**config.mk**
```make
export PLATFORM = sky130hd
export DESIGN_NAME = mini_alu
export DESIGN_NICKNAME = d
export VERILOG_FILES = /design/src/rtl/mini_alu_pkg.sv /design/src/rtl/mini_alu_regfile.sv /design/src/rtl/mini_alu_rom.sv /design/src/rtl/mini_alu.sv
export SDC_FILE = /design/constraint.sdc
export NUM_CORES = 1
export LEC_CHECK = 0
export BUFFER_PORTS_ARGS = -buffer_cell sky130_fd_sc_hd__buf_4
export CORE_UTILIZATION = 54
export CTS_BUF_LIST = sky130_fd_sc_hd__clkbuf_4
export CTS_CLUSTER_DIAMETER = 100
export DETAILED_ROUTE_END_ITERATION = 7
export PLACE_DENSITY = 0.68
export SYNTH_ARGS = -nofsm -noshare
export SYNTH_HDL_FRONTEND = slang
export SYNTH_MEMORY_MAX_BITS = 65536
export SYNTH_SLANG_ARGS = --single-unit
```
**constraint.sdc**
```tcl
create_clock -name Clock -period 7.5 [get_ports Clock]
set_input_delay 0.75 -clock Clock [delete_from_list [all_inputs] [get_ports Clock]]
set_output_delay 0.75 -clock Clock [all_outputs]
set_load 0.02 [all_outputs]
```
**src/rtl/mini_alu_pkg.sv**
```systemverilog
// mini_alu shared definitions: opcodes, field slices,
// register names and the instruction encoder.
package mini_alu_pkg;

  localparam int IW = 28;

  localparam logic [3:0] NOP  = 4'd0;
  localparam logic [3:0] LED  = 4'd1;
  localparam logic [3:0] BLE  = 4'd2;
  localparam logic [3:0] STO  = 4'd3;
  localparam logic [3:0] ADD  = 4'd4;
  localparam logic [3:0] JMP  = 4'd5;
  localparam logic [3:0] SUB  = 4'd6;
  localparam logic [3:0] SMUL = 4'd7;

  localparam int OP_HI  = 27;
  localparam int OP_LO  = 24;
  localparam int DST_HI = 23;
  localparam int DST_LO = 16;
  localparam int S1_HI  = 15;
  localparam int S1_LO  = 8;
  localparam int S0_HI  = 7;
  localparam int S0_LO  = 0;

  localparam logic [7:0] R0 = 8'd0;
  localparam logic [7:0] R1 = 8'd1;
  localparam logic [7:0] R2 = 8'd2;
  localparam logic [7:0] R3 = 8'd3;
  localparam logic [7:0] R4 = 8'd4;
  localparam logic [7:0] R5 = 8'd5;
  localparam logic [7:0] R6 = 8'd6;
  localparam logic [7:0] R7 = 8'd7;

  function automatic logic [IW-1:0] mk(
    input logic [3:0] op,
    input logic [7:0] dst,
    input logic [7:0] s1,
    input logic [7:0] s0
  );
    return {op, dst, s1, s0};
  endfunction

endpackage

```
**src/rtl/mini_alu_regfile.sv**
```systemverilog
// mini_alu register file: two async reads, one sync write.
// Contents are deliberately not reset.
module mini_alu_regfile #(
  parameter int DATA_W = 16,
  parameter int ADDR_W = 8
) (
  input  logic              clk,
  input  logic              we,
  input  logic [ADDR_W-1:0] wa,
  input  logic [DATA_W-1:0] wd,
  input  logic [ADDR_W-1:0] ra1,
  input  logic [ADDR_W-1:0] ra0,
  output logic [DATA_W-1:0] rd1,
  output logic [DATA_W-1:0] rd0
);

  logic [DATA_W-1:0] regs [2**ADDR_W];

  always_ff @(posedge clk) begin
    if (we) regs[wa] <= wd;
  end

  assign rd1 = regs[ra1];
  assign rd0 = regs[ra0];

endmodule

```
**src/rtl/mini_alu_rom.sv**
```systemverilog
// mini_alu program ROM. Image 0 is the LED counter,
// image 1 is an ALU corner-case program.
module mini_alu_rom
  import mini_alu_pkg::*;
#(
  parameter int ADDR_W = 8,
  parameter int IMAGE  = 0
) (
  input  logic [ADDR_W-1:0] addr,
  output logic [IW-1:0]     data
);

  always_comb begin
    data = '0;
    if (IMAGE == 1) begin
      unique case (addr)
        8'd1:    data = mk(STO, R1, 8'h00, 8'h01);
        8'd2:    data = mk(STO, R0, 8'h00, 8'h00);
        8'd3:    data = mk(SUB, R4, R0, R1);
        8'd4:    data = mk(ADD, R5, R4, R1);
        8'd5:    data = mk(STO, R6, 8'h00, 8'hFE);
        8'd6:    data = mk(STO, R7, 8'h00, 8'h03);
        8'd7:    data = mk(SMUL, R2, R6, R7);
        8'd8:    data = mk(4'hF, R2, R1, R0);
        8'd9:    data = mk(LED, R0, R2, R0);
        default: data = '0;
      endcase
    end else begin
      unique case (addr)
        8'd1:    data = mk(STO, R1, 8'h00, 8'h01);
        8'd2:    data = mk(STO, R2, 8'h00, 8'h00);
        8'd3:    data = mk(STO, R3, 8'h00, 8'h05);
        8'd4:    data = mk(ADD, R2, R2, R1);
        8'd5:    data = mk(LED, R0, R2, R0);
        8'd6:    data = mk(BLE, 8'd4, R2, R3);
        8'd7:    data = mk(STO, R2, 8'h00, 8'h00);
        8'd8:    data = mk(JMP, 8'd4, R0, R0);
        default: data = '0;
      endcase
    end
  end

endmodule

```
**src/rtl/mini_alu.sv**
```systemverilog
// mini_alu top: PC/IR two-stage sequencer, decode,
// ALU and LED register.
module mini_alu
  import mini_alu_pkg::*;
#(
  parameter int DATA_W = 16,
  parameter int ADDR_W = 8,
  parameter int IMAGE  = 0
) (
  input  logic       Clock,
  input  logic       Reset,
  output logic [7:0] oLed
);

  logic [ADDR_W-1:0] pc;
  logic [IW-1:0]     ir;
  logic [IW-1:0]     rom_q;

  logic [3:0]        op;
  logic [7:0]        dst;
  logic [7:0]        s1;
  logic [7:0]        s0;
  logic [DATA_W-1:0] rd1;
  logic [DATA_W-1:0] rd0;

  logic              we;
  logic [DATA_W-1:0] wd;
  logic              taken;
  logic              led_we;
  logic signed [DATA_W-1:0] prod;

  assign op  = ir[OP_HI:OP_LO];
  assign dst = ir[DST_HI:DST_LO];
  assign s1  = ir[S1_HI:S1_LO];
  assign s0  = ir[S0_HI:S0_LO];

  mini_alu_rom #(
    .ADDR_W(ADDR_W),
    .IMAGE (IMAGE)
  ) u_rom (
    .addr(pc),
    .data(rom_q)
  );

  mini_alu_regfile #(
    .DATA_W(DATA_W),
    .ADDR_W(ADDR_W)
  ) u_rf (
    .clk(Clock),
    .we (we),
    .wa (dst),
    .wd (wd),
    .ra1(s1),
    .ra0(s0),
    .rd1(rd1),
    .rd0(rd0)
  );

  assign prod = $signed(rd1[7:0]) * $signed(rd0[7:0]);

  // Reset gates the write so an aborted instruction leaves no trace.
  always_comb begin
    we     = 1'b0;
    wd     = '0;
    taken  = 1'b0;
    led_we = 1'b0;
    unique case (1'b1)
      (op == LED):  led_we = 1'b1;
      (op == BLE):  taken = (rd1 <= rd0);
      (op == STO): begin
        we = ~Reset;
        wd = {s1, s0};
      end
      (op == ADD): begin
        we = ~Reset;
        wd = rd1 + rd0;
      end
      (op == JMP):  taken = 1'b1;
      (op == SUB): begin
        we = ~Reset;
        wd = rd1 - rd0;
      end
      (op == SMUL): begin
        we = ~Reset;
        wd = prod;
      end
      default: ;
    endcase
  end

  always_ff @(posedge Clock) begin
    if (Reset) begin
      pc   <= '0;
      ir   <= '0;
      oLed <= 8'h00;
    end else begin
      if (taken) begin
        pc <= dst;
        ir <= '0;
      end else begin
        pc <= pc + 1'b1;
        ir <= rom_q;
      end
      if (led_we) oLed <= rd1[7:0];
    end
  end

endmodule

```
# ---- Word level (Yosys, flattened, before mapping)
# Memories as Yosys holds them, arrays and structs flattened. A register that Yosys moved wholly into a read port is not among the register bits.
# Index checks and enable logic that the tools add are counted.
dict set report totals {
  ff_bits 44
  latch_bits 0
  mem_bits_rw 4096
  mem_bits_ro 160
  input_bits 2
  n_memories 2
}
dict set report op_classes {
  n_addsub 3
  n_mul 1
  div_mod_pow 0
  magnitude_cmp 1
  eq_ne 7
  n_shift 0
  n_mux 7
  n_bitwise 2
  n_reduce_logical 3
}
# name depth word_bits rd rd_ports_with_merged_regs wr line_no
set mem_list {}
lappend mem_list {u_rf.regs 256 16 2 0 1 mini_alu_regfile.sv:17} ;# logic [DATA_W-1:0] regs [2**ADDR_W];
lappend mem_list {{(name not given)} 16 10 1 1 0 mini_alu_rom.sv:29} ;# unique case (addr)
# operator count
set ops {}
lappend ops {{one-hot mux 16 bit (4 select lines)} 1}
lappend ops {{adder 16 bit} 1}
lappend ops {{== test 4 x 3 -> 1 bit (second input constant)} 4}
lappend ops {{<= comparator 16 bit} 1}
lappend ops {{multiplier 8 x 8 -> 16 bit} 1}
lappend ops {{subtractor 16 bit} 1}
lappend ops {{adder 8 x 1 -> 8 bit (second input constant)} 1}
lappend ops {{== test 4 x 2 -> 1 bit (second input constant)} 2}
lappend ops {{2-to-1 mux 8 bit} 1}
lappend ops {{== test 4 x 1 -> 1 bit (second input constant)} 1}
lappend ops {{logical NOT 4 bit} 1}
lappend ops {{2-to-1 mux 1 bit} 4}
lappend ops {{OR reduction 4 bit} 1}
lappend ops {{OR reduction 3 bit} 1}
lappend ops {{NOT 1 bit} 2}
lappend ops {{one-hot mux 1 bit (2 select lines)} 1}

# ---- Longest topological paths before layout
dict set report logic_depth {
  ltp_word 5
  ltp_mapped 23
  ltp_nobuf 21
}

# ---- By module
# Synthesis repeated with hierarchy kept, for this count alone.
dict set report unflattened {
  hier_cells 10849
  area_unflattened_um2 197041.5
}
# mod n_inst cells_each area_per_inst_um2 seq_area_each_um2
set modules_own_cells {}
lappend modules_own_cells {mini_alu_regfile 1 10103 190945.6 122998.0}
lappend modules_own_cells {mini_alu 1 694 5720.5 880.8}
lappend modules_own_cells {mini_alu_rom 1 52 375.4 0.0}

# ---- Worst setup path after synthesis
# Ideal clock, no wire load.
dict set report synth_timing {
  kind {register to register}
  start {register ir[0]}
  end {memory u_rf.regs[0][14], data pin}
  setup_time_ps 230
  arrival_time_ps 5928
  path_slack_ps 1342
  path_stages_with_launch 22
  path_buffers 2
  cell_sequence {dfxtp_1 > clkbuf_1 > buf_2 > mux4_2 > mux2i_1 > inv_1 > nand2_1 > fa_1 > fa_1 > inv_1 > fa_1 > inv_1 > fa_1 > inv_1 > ha_1 > nor2b_1 > o311a_1 > nor4_1 > nor3_1 > a31oi_1 > xor2_1 > o22ai_1}
}
dict set report synth_between {
  elab_chain_cells 3
  word_cells_on_any_way 5
}
# element line_no
set synth_rtl {}
lappend synth_rtl {{start: declaration} mini_alu.sv:16} ;# logic [IW-1:0] ir;
lappend synth_rtl {{memory read (256 x 16 bit) (*)} n/a}
lappend synth_rtl {{multiplier 8 x 8 -> 16 bit (tied with other cells)} mini_alu.sv:59} ;# assign prod = $signed(rd1[7:0]) * $signed(rd0[7:0]);
lappend synth_rtl {{one-hot mux 16 bit (4 select lines) (*)} mini_alu.sv:67} ;# unique case (1'b1)
lappend synth_rtl {{via u_rf.wd[14]} mini_alu_regfile.sv:10} ;# input logic [DATA_W-1:0] wd,
lappend synth_rtl {{end: declaration} mini_alu_regfile.sv:17}
# The timed path passes the listed nets; every way through them passes the cells marked *.

# ---- Worst setup path in the final report
dict set report layout_timing {
  start {register ir[0]}
  end {memory u_rf.regs[0][15], data pin}
}
# Same word-level chain as after synthesis.

==> impl_metrics.py <==
metrics = {
    "global_route": {
        "grt_overflow": 0,
        "first_global_vias": 6730,
        "grt_max_degree": 29,
        "track_usage": 0.248,
        "grt_pass1_wl_mm": 36.6,
        "grt_antenna_before_repair": 1,
    },
    "timing": {
        "setup_viol_count_final": 0,
        "max_freq_mhz": 143,
        "fin_tns_setup_ns": 0,
        "rsz0062_at_grt": "false",
        "relSlewSlack": 0.201,
        "fin_skew_ns": 0.0324,
        "finalCriticalPeriod_ns": 7.02,
        "worst_pin_slew_ns": 1.18,
        "finalCritPeriodShare": 0.936,
        "setup_ws_ns": 0.483,
        "finalMaxSlewViolations": 0,
        "whs_ns": 0.465,
        "hold_viol_final": 0,
    },
    "pwr": {
        "power_frac_seq": 0.266,
        "p_int_mw": 2.08,
        "vdd_ir_drop_max_uv": 277,
        "swShare": 0.442,
        "comb_power_share": 0.592,
        "p_leak_nw": 4.43,
        "switching_power_mw": 1.64,
        "power.density_nw_per_um2": 339,
        "clock_power_share": 0.142,
    },
    "yosys": {
        "synth_top_cell_by_area": "edfxtp_1",
        "yosys_warnings": 0,
        "synth-edff-count": 128,
        "yosys_register_bits": 154,
        "synth_area_sq_um": 10300,
        "synth-async-reset-ratio": 0,
        "synth_top_area_share": 0.374,
        "synth_nets": 988,
        "ys_types": 68,
        "syn_inst": 863,
        "synth_ff_type": "edfxtp_1",
        "synthTopCellsByArea": "edfxtp_1 (37%), fa_1 (11%), ha_1 (8.0%), mux4_2 (7.0%), dfxtp_1 (5.1%)",
        "syn_area_per_cell_sq_um": 11.9,
        "yosysSeqAreaShare": 0.425,
    },
    "critical_path": {
        "end_kind": "flip-flop",
        "crit_arrival_ns": 7.20,
        "crit_fanout": 17,
        "r2r_slack_ns": 0.48,
        "cp_top_family": "adder cells",
        "reg2reg_from": "ir[0]$_SDFF_PP0_",
        "reg2reg_to": "u_rf.regs[0][15]$_DFFE_PP_",
        "worstSetupPathType": "flip-flop to flip-flop",
        "cp-start-kind": "flip-flop",
        "worstRegToRegCells": 19,
        "path_cells": "mux4_2 -> mux2i_1 -> inv_1 -> ha_1 -> fa_1 -> ha_1 -> inv_1 -> fa_1 -> fa_1 -> inv_1 -> ha_1 -> o21ai_0 -> o21bai_1 -> a31oi_1 -> o21ai_0 -> o41ai_1 -> xnor2_1 -> nand2_1 -> o31ai_1",
        "max_stage_delay_ns": 0.75,
        "cp_slowest_cell": "dfxtp_2",
        "crit_required_ns": 7.68,
        "path_buf_inv": 3,
    },
    "layout": {
        "fill_cells": 1518,
        "fin_cells": 1129,
        "drive_gt1_frac": 0.143,
        "syn2layout_area_growth_pct": 6.95,
        "fin_nets": 1006,
    },
    "clock_network": {
        "cts_made_buffers": 17,
        "clockBufferDepth": 2,
        "cts-htree-levels": 4,
        "cts_post_setup_buffers_inserted": 0,
        "root_buffer": "clkbuf_4",
        "clock-sinks": 154,
        "ctsResizeCount": 0,
        "clkSlewWorstSetupHoldPaths_ns": 0.16,
        "tritoncts": "yes",
        "clock_latency_ns": 0.55,
        "cts_hold_buf": 0,
    },
    "place": {
        "place_inst": 1096,
        "dp_hpwl_mm": 17.2,
        "gp_congestion": 0.919,
        "numPortBuffers": 9,
        "dp_slack_ns": 0.586,
    },
    "drt": {
        "wirelength_mm": 23.0,
        "firstDrtPassIters": 5,
        "initialDrtViolationCount": 587,
        "drt-vias-per-instance": 5.91,
        "postRouteAntennaNets": 0,
        "drc": 0,
        "vias": 6670,
        "wl_per_cell_um": 20.4,
    },
    "worst_hold_path": {
        "min_delay_path_depth": 2,
        "hold_path_class": "input port to flip-flop",
        "min_from": "Reset",
        "min_to": "oLed[2]$_SDFFE_PP0N_",
    },
    "floorplan": {
        "rows": 50,
        "die_y_um": 140,
        "die-area_sq_um": 19600,
        "io_pins": 10,
        "start_util": 0.551,
        "core_area_sq_um": 18600,
        "die-width_um": 140,
    },
    "flow_run": {
        "maxCapViolCount": 0,
    },
    "outcome": {
        "status": "finished clean",
    },
}
## layout by cell type (no fill, tap or decap), types with 12 or more instances in the layout
cell      count
a211oi_1     12
a21oi_1      27
buf_4        33
clkbuf_4     17
dfxtp_1      25
edfxtp_1    128
fa_1         57
ha_1         66
inv_1       123
mux2i_1      28
mux4_2       32
nand2_1      25
nor2_1       92
nor3_1       13
o21ai_0      17
xnor2_1      23
xor2_1       17
## power by group through the flow
stage	combinational (mW)	sequential, mW	clock, mW
after global routing	2.46	0.999	0.571
final	2.20	0.992	0.529
after CTS	2.19	0.993	0.540
after global placement	2.13	1.01	0
after detailed placement	2.17	1.01	0
after floorplan	1.67	0.992	0
## stage by stage
step / utilization / power (mW) / instance area, sq um
after floorplan: - / 2.66 / 10300
after global placement: 0.572 / 3.13 / 10700
after detailed placement: 0.572 / 3.18 / 10700
after CTS: 0.589 / 3.72 / 11000
after global routing: 0.589 / 4.04 / 11000
final: 0.589 / 3.72 / 11000
## registers in the layout, indices dropped and copies added (netlist names)
signal,count
ir,10
pc,8
oLed,8
u_rf.regs,128
## kinds of logic (layout without fill, tap and decap cells)
kind of cell             count (synthesis)  count (layout)  share of synthesized area
adder cells (fa/ha/maj)                123             123                      0.192
buffers and inverters                  158             189                     0.0617
AND/OR/NAND/NOR                        194             194                     0.0923
flip-flops                             154             154                      0.425
multiplexers                            69              69                      0.108
AO/OA/AOI/OAI                          125             125                     0.0868
XOR/XNOR                                40              40                     0.0341
other                                    0               1                          0
## per-layer routing
metal,share of wire,track usage
met1,0.44,0.346
met2,0.49,0.409
met3,0.054,0.0334
met4,0.017,0.0677
met5,0,0
## worst max-delay path by stage
stage | cells past startpoint | startpoint | slack, ns | end
floorplan | 21 | ir[0]$_SDFF_PP0_ | 1.34 | u_rf.regs[0][14]$_DFFE_PP_
CTS | 19 | ir[0]$_SDFF_PP0_ | 0.51 | u_rf.regs[4][15]$_DFFE_PP_
finish | 19 | ir[0]$_SDFF_PP0_ | 0.48 | u_rf.regs[0][15]$_DFFE_PP_
global route | 19 | ir[0]$_SDFF_PP0_ | 0.11 | u_rf.regs[0][15]$_DFFE_PP_
global placement | 19 | ir[0]$_SDFF_PP0_ | 0.67 | u_rf.regs[1][15]$_DFFE_PP_
detailed placement | 19 | ir[0]$_SDFF_PP0_ | 0.59 | u_rf.regs[6][15]$_DFFE_PP_
## cell type report
cell class              count  area (sq um)  share of cell area
well taps                 234           293              0.0267
clock inverters            15           183              0.0166
diodes                      1          2.50            0.000228
clock buffers              17           128              0.0116
inverters                 124           465              0.0424
flip-flops and latches    154          4370               0.398
repair buffers             33           248              0.0226
multi-input cells         551          5300               0.482
## cells in the mapped netlist (4+ instances only)
cell type / number
edfxtp_1: 128
inv_1: 123
nor2_1: 92
ha_1: 66
fa_1: 57
mux4_2: 32
mux2i_1: 28
a21oi_1: 27
dfxtp_1: 26
nand2_1: 25
xnor2_1: 23
clkbuf_1: 17
o21ai_0: 17
xor2_1: 17
nor3_1: 14
a211oi_1: 12
a21o_1: 10
nand3_1: 10
nor2b_1: 10
o22ai_1: 10
a31oi_1: 9
buf_2: 8
mux2_2: 8
and3_1: 7
nor3b_1: 7
o21bai_1: 6
o31ai_1: 5
buf_1: 4
nand2b_1: 4
nand4_1: 4
(Power assumes the default switching activity.)
